[src/rtl/median_lb_pkg.sv]
// Shared parameters, state type and bit-mask helper for the median filter line-buffer controller.
// One RAM word holds one column of the last SLOTS rows, DW bits per row slot.
package median_lb_pkg;

  localparam int DW        = 9;
  localparam int SLOTS     = 10;
  localparam int AW        = 11;
  localparam int WIN       = 5;
  localparam int MAX_WIDTH = 1920;
  localparam int SW        = 4;
  localparam int RAMW      = DW * SLOTS;

  typedef enum logic {IDLE, RUN} state_e;

  // Active-low write mask: only the DW bits of the selected slot are cleared.
  function automatic logic [RAMW-1:0] slot_mask(input logic [SW-1:0] slot);
    logic [RAMW-1:0] m;
    for (int i = 0; i < RAMW; i++) begin
      m[i] = ((i / DW) != int'(slot));
    end
    return m;
  endfunction

endpackage

[src/rtl/wrap_cnt.sv]
// Modulo counter from 0 to limit_i inclusive, with a synchronous clear and a wrap pulse
// asserted in the same cycle as the step that returns the count to zero.
module wrap_cnt #(
  parameter int W = 11
) (
  input  logic         clk,
  input  logic         rst,
  input  logic         clr_i,
  input  logic         en_i,
  input  logic [W-1:0] limit_i,
  output logic [W-1:0] count_o,
  output logic         wrap_o
);

  logic [W-1:0] count_q, count_d;

  // >= keeps the counter bounded even if the limit shrinks under it.
  assign wrap_o  = en_i && (count_q >= limit_i);
  assign count_o = count_q;

  always_comb begin
    count_d = count_q;
    if (clr_i) begin
      count_d = '0;
    end else if (wrap_o) begin
      count_d = '0;
    end else if (en_i) begin
      count_d = count_q + 1'b1;
    end
  end

  always_ff @(posedge clk or posedge rst) begin
    if (rst) begin
      count_q <= '0;
    end else begin
      count_q <= count_d;
    end
  end

endmodule

[src/rtl/median_linebuf_ctrl.sv]
// Line-buffer sequencer: accepts disparity pixels, reads the column's stored rows on port B and
// writes the new pixel into its row slot on port A one cycle later, flagging window validity.
module median_linebuf_ctrl
  import median_lb_pkg::*;
(
  input  logic            clk,
  input  logic            rst,
  input  logic            clken,
  input  logic            enable,
  input  logic [AW-1:0]   width,
  input  logic [10:0]     height,
  input  logic            valid_in,
  input  logic [DW-1:0]   disp_in,
  output logic [AW-1:0]   ram_wr_addr,
  output logic            ram_wr_en_n,
  output logic [RAMW-1:0] ram_bweb,
  output logic [RAMW-1:0] ram_din,
  output logic [AW-1:0]   ram_rd_addr,
  output logic            rd_valid,
  output logic            win_valid,
  output logic [DW-1:0]   disp_out,
  output logic [SW-1:0]   slot_out,
  output logic [AW-1:0]   col_out,
  output logic            frame_done,
  output logic            cfg_err
);

  state_e          state_q;
  logic            cfgOk, accept, clr, colWrap, frameEnd, slotWrap, full_q;
  logic [AW-1:0]   col;
  logic [10:0]     rowUnused;
  logic [SW-1:0]   slot;

  logic            cfgErr_q, s1Valid_q, s1Last_q, s1Win_q;
  logic [DW-1:0]   s1Disp_q;
  logic [AW-1:0]   s1Col_q, rdAddr_q, wrAddr_q, colOut_q;
  logic [SW-1:0]   s1Slot_q, slotOut_q;
  logic            rdValid_q, winValid_q, s2Last_q, done_q, wrEnN_q;
  logic [RAMW-1:0] bweb_q, din_q;
  logic [DW-1:0]   dispOut_q;

  assign cfgOk  = (width >= 11'd2) && (width <= 11'(MAX_WIDTH)) && (height != 11'd0);
  assign accept = clken && (state_q == RUN) && enable && valid_in;
  assign clr    = clken && ((state_q != RUN) || !enable || frameEnd);

  wrap_cnt #(.W(AW)) u_col (
    .clk(clk), .rst(rst), .clr_i(clr), .en_i(accept),
    .limit_i(width - 11'd1), .count_o(col), .wrap_o(colWrap)
  );

  // The row counter only matters for spotting the last row; its wrap is the frame end.
  wrap_cnt #(.W(11)) u_row (
    .clk(clk), .rst(rst), .clr_i(clr), .en_i(colWrap),
    .limit_i(height - 11'd1), .count_o(rowUnused), .wrap_o(frameEnd)
  );

  wrap_cnt #(.W(SW)) u_slot (
    .clk(clk), .rst(rst), .clr_i(clr), .en_i(colWrap),
    .limit_i(SW'(SLOTS - 1)), .count_o(slot), .wrap_o(slotWrap)
  );

  // Until the slot ring first wraps, rows stored so far equals the slot index.
  always_ff @(posedge clk or posedge rst) begin
    if (rst) begin
      state_q    <= IDLE;
      full_q     <= 1'b0;
      cfgErr_q   <= 1'b0;
      s1Valid_q  <= 1'b0;
      s1Last_q   <= 1'b0;
      s1Win_q    <= 1'b0;
      s1Disp_q   <= '0;
      s1Col_q    <= '0;
      s1Slot_q   <= '0;
      rdAddr_q   <= '0;
      rdValid_q  <= 1'b0;
      winValid_q <= 1'b0;
      s2Last_q   <= 1'b0;
      done_q     <= 1'b0;
      wrEnN_q    <= 1'b1;
      wrAddr_q   <= '0;
      bweb_q     <= '1;
      din_q      <= '0;
      dispOut_q  <= '0;
      colOut_q   <= '0;
      slotOut_q  <= '0;
    end else if (clken) begin
      cfgErr_q <= enable && !cfgOk;
      case (state_q)
        IDLE: if (enable && cfgOk) state_q <= RUN;
        RUN:  if (!enable || frameEnd) state_q <= IDLE;
      endcase

      if (clr) begin
        full_q <= 1'b0;
      end else if (slotWrap) begin
        full_q <= 1'b1;
      end

      s1Valid_q <= accept;
      s1Last_q  <= frameEnd;
      if (accept) begin
        rdAddr_q <= col;
        s1Disp_q <= disp_in;
        s1Col_q  <= col;
        s1Slot_q <= slot;
        s1Win_q  <= full_q || (slot >= SW'(WIN - 1));
      end

      // Stage 2 issues the write while the RAM returns the column read in stage 1.
      rdValid_q  <= s1Valid_q;
      wrEnN_q    <= !s1Valid_q;
      winValid_q <= s1Valid_q && s1Win_q;
      s2Last_q   <= s1Valid_q && s1Last_q;
      done_q     <= s2Last_q;
      bweb_q     <= s1Valid_q ? slot_mask(s1Slot_q) : '1;
      if (s1Valid_q) begin
        wrAddr_q  <= s1Col_q;
        din_q     <= {SLOTS{s1Disp_q}};
        dispOut_q <= s1Disp_q;
        colOut_q  <= s1Col_q;
        slotOut_q <= s1Slot_q;
      end
    end
  end

  assign ram_wr_en_n = wrEnN_q || !clken;
  assign rd_valid    = rdValid_q && clken;
  assign win_valid   = winValid_q && clken;
  assign frame_done  = done_q && clken;
  assign ram_wr_addr = wrAddr_q;
  assign ram_bweb    = bweb_q;
  assign ram_din     = din_q;
  assign ram_rd_addr = rdAddr_q;
  assign disp_out    = dispOut_q;
  assign slot_out    = slotOut_q;
  assign col_out     = colOut_q;
  assign cfg_err     = cfgErr_q;

endmodule

[config.mk]
export PLATFORM = sky130hd
export DESIGN_NAME = median_linebuf_ctrl
export DESIGN_NICKNAME = d
export VERILOG_FILES = /design/src/rtl/median_lb_pkg.sv /design/src/rtl/wrap_cnt.sv /design/src/rtl/median_linebuf_ctrl.sv
export SDC_FILE = /design/constraint.sdc
export NUM_CORES = 1
export LEC_CHECK = 0
export BUFFER_PORTS_ARGS = -buffer_cell sky130_fd_sc_hd__buf_2
export CAP_MARGIN = 20
export CORE_MARGIN = 1.5
export CORE_UTILIZATION = 49
export CTS_CLUSTER_DIAMETER = 100
export CTS_CLUSTER_SIZE = 8
export DETAILED_ROUTE_END_ITERATION = 10
export HOLD_SLACK_MARGIN = 0.1
export PLACE_DENSITY_LB_ADDON = 0.15
export SLEW_MARGIN = 15
export SYNTH_ARGS = -nofsm -noshare
export SYNTH_HDL_FRONTEND = slang
export SYNTH_SLANG_ARGS = --single-unit
export TNS_END_PERCENT = 20
[constraint.sdc]
create_clock -name clk -period 3 [get_ports clk]
set_clock_uncertainty 0.05 [all_clocks]
set_input_delay 0.15 -clock clk [delete_from_list [all_inputs] [get_ports clk]]
set_output_delay 0.15 -clock clk [all_outputs]
set_load 0.005 [all_outputs]
# Yosys cells after proc, flatten, opt, wreduce, memory -nomap -nowiden
# Index checks and enable logic that the tools add are counted.
[word_totals]
register_bits = 265
input_bits = 36
output_inout_bits = 231
elab_cells = 92
[op_classes]
addsub = 5
magnitude_cmp = 6
eq_ne = 9
mux = 15
bitwise_logic = 1
n_reduce_logical = 34
[ops]
columns = ["op", "n"]
rows = [
  ["90-bit two-way mux", 1],
  ["11-bit two-way mux", 6],
  ["4-bit != test (first input constant)", 6],
  ["11-bit by 1-bit adder with 11-bit output (second input constant)", 2],
  ["11-bit >= comparator", 2],
  ["11-bit by 1-bit subtractor with 11-bit output (second input constant)", 2],
  ["1-bit logical AND", 16],
  ["4-bit two-way mux", 3],
  ["11-bit by 2-bit >= comparator with 1-bit output (second input constant)", 1],
  ["11-bit less-or-equal comparator (second input constant)", 1],
  ["11-bit nonzero test", 1],
  ["3-bit nonzero test", 3],
  ["3-bit by 4-bit != test with 1-bit output (first input constant)", 2],
  ["2-bit AND reduction", 3],
  ["1-bit logical OR", 5],
  ["4-bit by 1-bit adder with 4-bit output (second input constant)", 1],
  ["4-bit by 3-bit >= comparator with 1-bit output (second input constant)", 1],
  ["4-bit >= comparator (second input constant)", 1],
  ["1-bit logical NOT", 4],
  ["1-bit two-way mux", 4],
  ["2-bit by 4-bit != test with 1-bit output (first input constant)", 1],
  ["4-bit nonzero test", 1],
  ["1-bit case mux with 2 select lines", 1],
  ["2-bit nonzero test", 1],
  ["1-bit inverter", 1],
]

# Logic depth before layout (Yosys ltp)
[depth]
word_depth = 9
ltp_mapped = 12
ltp_nobuf = 12

# By module
# From an unflattened synthesis, not the netlist that was laid out.
[hier_totals]
hier_cells = 760
area_unflattened_um2 = 6708.9
[by_module_without_submodules]
columns = ["mod", "n_inst", "cells_per_inst", "area_per_inst_um2", "seq_area_each_um2"]
rows = [
  ["median_linebuf_ctrl", 1, 479, 4425.5, 1740.4],
  ["wrap_cnt (u_col ...)", 2, 122, 968.4, 275.3],
  ["wrap_cnt (u_slot)", 1, 37, 346.6, 100.1],
]

# Least setup slack after synthesis
# OpenSTA, ideal clock, no wires.
[synth_path]
path_kind = "input port to flip-flop"
start = "input port width[6]"
end = "register u_row.count_q[8], in the netlist u_row.count_o[8]"
setup_time_ps = 82
arrival_ps = 2566
required_time_ps = 2868
path_slack_ps = 302
cell_stages = 11
n_path_buf = 0
cell_sequence = "or4_1 nor3_1 nand2_1 xor2_1 ha_1 nand4_4 nor3_4 o21a_2 nor3_4 or3_1 a31oi_1"
[synth_between]
elab_chain_cells = 7
word_cells_on_any_way = 9
cone_classes = "add/sub (1); order compare (1); mux (2); reduce/logical (5)"
[synth_rtl]
columns = ["element", "line_no", "rtl"]
rows = [
  ["start, declared", "median_linebuf_ctrl.sv:10", "input logic [AW-1:0] width,"],
  ["11-bit by 1-bit subtractor with 11-bit output *", "median_linebuf_ctrl.sv:48", ".limit_i(width - 11'd1), .count_o(col), .wrap_o(colWrap)"],
  ["11-bit >= comparator *", "wrap_cnt.sv:18", "assign wrap_o = en_i && (count_q >= limit_i);"],
  ["1-bit logical AND *", "wrap_cnt.sv:18", ""],
  ["1-bit logical AND", "wrap_cnt.sv:18", ""],
  ["1-bit logical OR", "median_linebuf_ctrl.sv:44", "assign clr = clken && ((state_q != RUN) || !enable || frameEnd);"],
  ["1-bit logical AND", "median_linebuf_ctrl.sv:44", ""],
  ["3-bit nonzero test (no source line) / 11-bit two-way mux (equally long branches)", "-", ""],
  ["end signal, assigned", "wrap_cnt.sv:36", "count_q <= count_d;"],
  ["end, declared", "wrap_cnt.sv:15", "logic [W-1:0] count_q, count_d;"],
]
# Every way passes the cells marked *; elsewhere a longest branch is shown, timed or not.
# A chain may end at the register's enable or synchronous reset.

# Final worst setup path
[layout_path]
start = "input port width[6]"
end = "register u_col.count_q[5], in the netlist u_col.count_o[5]"
[layout_between]
elab_chain_cells = 7
word_cells_on_any_way = 9
cone_classes = "add/sub (1); order compare (1); mux (2); reduce/logical (5)"
[layout_rtl]
columns = ["element", "line_no"]
rows = [
  ["11-bit by 1-bit subtractor with 11-bit output *", "median_linebuf_ctrl.sv:48"],
  ["11-bit >= comparator *", "wrap_cnt.sv:18"],
  ["1-bit logical AND *", "wrap_cnt.sv:18"],
  ["1-bit logical AND", "wrap_cnt.sv:18"],
  ["1-bit logical OR", "median_linebuf_ctrl.sv:44"],
  ["1-bit logical AND", "median_linebuf_ctrl.sv:44"],
  ["3-bit nonzero test (no source line) / 11-bit two-way mux (equally long branches)", "-"],
  ["end signal, assigned", "wrap_cnt.sv:36"],
  ["end, declared", "wrap_cnt.sv:15"],
]
# Marks and branches as above.

==> run_results.csv <==
group,metric,value,unit
route,routed.top_layer,"met4",
route,met2_wirelength,6.527,mm
cells_and_area,antenna_cells,0,
floorplan,die_w,116.3,um
yosys,synthArstFlopShare,100.0,%
floorplan,start_util,50.07,%
cells_and_area,fill_cells,1173,
worst_setup_path,crit_required,3.22,ns
route,dr_wl_met3,518,um
cells_and_area,syn_to_final_growth,11.33,%
route,wl_met1,6.371,mm
global_route,grt_antenna_before_repair,0,
worst_setup_path,critical_path.slowest_cell,"or4_1",
worst_setup_path,cpPeakStageDelay,0.56,ns
clock_network,post_cts_buffers,0,
status,outcome,"completed",
sta,fin_crit,2.733,ns
clock_network,cts_inserted_buffers,9,
cells_and_area,drive_gt1_share,43.90,%
yosys,synth.distinct_cells,53,
clock_network,clockBufferDepth,2,
min_path,hp-class,"input port to flop",
floorplan,ioPinCount,267,
worst_setup_path,criticalPathCategory,"input port to flop",
global_route,grt_first_pass_wirelength,21.27,mm
yosys,synth_warnings,0,
run,drv_cap,0,
yosys,synth_seq_area_share,37.99,%
yosys,synthFlopType,"dfrtp_1",
yosys,synth-edff-count,0,
sta,setup_viol,0,
sta,slew_viol_final,0,
yosys,syn_area,0.006294,mm2
route,drcViolationCount,0,
route,wire_per_inst,14.12,um
sta,final.period_utilization,91.10,%
sta,max_slew.worst_pin.slew,0.6342,ns
route,postRouteAntennaNets,0,
power,powerDensity,565.7,mW/mm2
yosys,synthesis.nets,743,
clock_network,clk_latency,0.34,ns
clock_network,cts_sinks,95,
worst_setup_path,cp-start-kind,"input port",
placement,io_buffers,266,
worst_setup_path,path_buf_inv,1,
worst_setup_path,cp_top_family,"simple AND/OR/NAND/NOR gates",
yosys,syn_inst,677,
floorplan,die_area,0.01353,mm2
floorplan,fp.dieH,116.3,um
power,leakage,3.668,nW
worst_setup_path,arrival,2.96,ns
power,peakVddDrop,0.0002443,V
placement,hpwl,10.53,mm
yosys,avgSynthCellArea,9.296,um2
sta,fmax,365.9,MHz
sta,setup_ws,0.2670,ns
clock_network,cts_root_buffer,"clkbuf_16",
global_route,overflow,0,
sta,holdWs,0.2105,ns
global_route,grt_pass1_vias,4260,
floorplan,num_rows,41,
worst_setup_path,cp_max_fo,8,
global_route,grt_max_degree,52,
worst_setup_path,critPathCaptureType,"flop",
global_route,grt_usage,20.23,%
clock_network,htreeDepth,3,
placement,gp_congestion,0.8496,
sta,rsz0062_at_grt,"no",
route,dr_total_vias,4749,
route,drt-initial-drc-count,229,
clock_network,cts_tree,"built",
yosys,ys_ff_latch,95,
sta,relSlewSlack,57.72,%
worst_setup_path,crit_path_frequent_cell,"o21ai_1",
route,wl,13.65,mm
clock_network,clk_pin_slew_worst_paths,0.06,ns
cells_and_area,final_nets,856,
floorplan,fp.coreArea,0.01257,mm2
route,first_pass_iters,4,
placement,dp_slack,-0.08195,ns
route,avgViaCountPerCell,4.911,
worst_setup_path,path_cells,"buf_2 -> or4_1 -> nor3_1 -> nand2_1 -> xor2_1 -> ha_1 -> a21oi_1 -> o21ai_1 -> o21ai_1 -> nand3_1 -> o21ai_0 -> a21o_1",
sta,timing.setup.tns,0,ns
sta,hold_viol,0,
## cell type report
cell class / count / area, um2 / area share, %
clock buffers: 13 / 250.2 / 3.571
clock inverters: 3 / 67.56 / 0.9643
multi-input cells: 365 / 2414 / 34.45
well taps: 172 / 215.2 / 3.071
flip-flops and latches: 95 / 2391 / 34.12
repair buffers: 295 / 1577 / 22.50
inverters: 24 / 92.59 / 1.321
## metrics by stage
stage | std cells | util, % | area [um2] | power [W]
after global placement | 940 | 52.29 | 6573 | 0.002752
after detailed placement | 940 | 52.29 | 6573 | 0.002777
after global routing | 967 | 55.75 | 7007 | 0.004237
final | 967 | 55.75 | 7007 | 0.003964
after CTS | 967 | 55.70 | 7000 | 0.004014
after floorplan | 677 | - | 6294 | 0.002786
## power breakdown
part | internal, W | leakage (nW) | switching (W)
logic | 0.000588 | 2.26 | 0.000513
registers | 0.00142 | 1.26 | 0.000219
clock network | 0.000754 | 0.150 | 0.000466
total | 0.00277 | 3.67 | 0.00120
## logic make-up (layout without fill, tap and decap cells)
| group | count (synthesis) | after routing | share of synthesized area, % |
|---|---|---|---|
| buf+inv | 217 | 335 | 23.76 |
| simple gates | 195 | 195 | 15.35 |
| compound gates | 95 | 95 | 9.762 |
| flops | 95 | 95 | 37.99 |
| fa+ha+maj | 30 | 30 | 5.964 |
| mux | 23 | 23 | 4.115 |
| xor+xnor | 22 | 22 | 3.062 |
## final timing paths
| check | start | cells after the start | slack, ns | to |
|---|---|---|---|---|
| max | width[6] | 12 | 0.27 | u_col.count_o[5] |
| min | valid_in | 5 | 0.21 | s1Slot_q[3] |
| max reg2reg | u_col.count_o[4] | 7 | 0.71 | u_col.count_o[5] |
| min reg2reg | s1Disp_q[8] | 2 | 0.42 | s1Disp_q[8] |
| max in group asynchronous | rst | 4 | 1.69 | ram_bweb[88] |
| min in group asynchronous | rst | 3 | 0.40 | s1Disp_q[7] |
## synth_stat cells (3+ instances only)
master	instances	share of area, %
o21ai_1	4	0.32
inv_1	24	1.4
and2_1	3	0.30
dfrtp_1	84	33
xnor2_1	17	2.4
or3_1	6	0.60
clkbuf_1	11	0.66
nor3b_1	9	1.1
a31oi_1	7	0.70
buf_4	181	22
a211oi_1	4	0.48
dfstp_2	11	4.6
nor2_2	3	0.30
nand2_1	97	5.8
nand3_1	12	0.95
a21oi_1	17	1.4
nor4_1	3	0.30
mux2_2	23	4.1
o21ai_0	28	2.2
a21o_1	9	1.1
ha_1	30	6.0
o22ai_1	5	0.50
xor2_1	5	0.70
nand4_1	6	0.60
nor3_1	6	0.48
nand2b_1	4	0.40
o32a_1	3	0.48
and3_1	8	0.80
nor2_1	27	1.6
## registers in the layout (all words and copies together) (netlist names), 4 cells and up
register        flops
ram_bweb           10
s1Disp_q            9
u_slot.count_o      4
s1Slot_q            4
ram_din             9
slot_out            4
ram_rd_addr        11
u_col.count_o      11
col_out            11
u_row.count_o      11
## layer usage
layer | vias up | track usage, %
met1 | 2261 | 27.89
met2 | 142 | 32.98
met3 | 19 | 2.906
li1 | 2327 | -
met4 | 0 | 6.667
met5 | - | 0
## cells in the final DEF (no fill, tap or decap), drive strengths merged, types with 2 or more instances in the layout
master	n
a211oi	4
a21o	9
a21oi	17
a31oi	7
a41oi	2
and2	3
and3	8
buf	284
bufinv	2
clkbuf	13
dfrtp	84
dfstp	11
dlygate4sd3	11
ha	30
inv	24
mux2	23
nand2	97
nand2b	4
nand3	12
nand3b	2
nand4	8
nor2	30
nor3	10
nor3b	9
nor4	4
o21a	2
o21ai	34
o22ai	5
o2bb2ai	2
o32a	3
or3	6
xnor2	17
xor2	5
## tightest hold or removal path, cell delays in order
cell and delay [ns]:
buf_2 0.11, nand2_1 0.07, nor2_2 0.10, nand2_1 0.09, nand2_1 0.04
## repair_timing
| item | 4_1_cts | 5_1_grt |
|---|---|---|
| hold buffers | 11 | 0 |
| resized for setup | 0 | 1 |
| endpoints found under the hold margin | 57 | 0 |
| endpoints found under the setup margin | 0 | 9 |
Power figures use the tool's default switching activity.
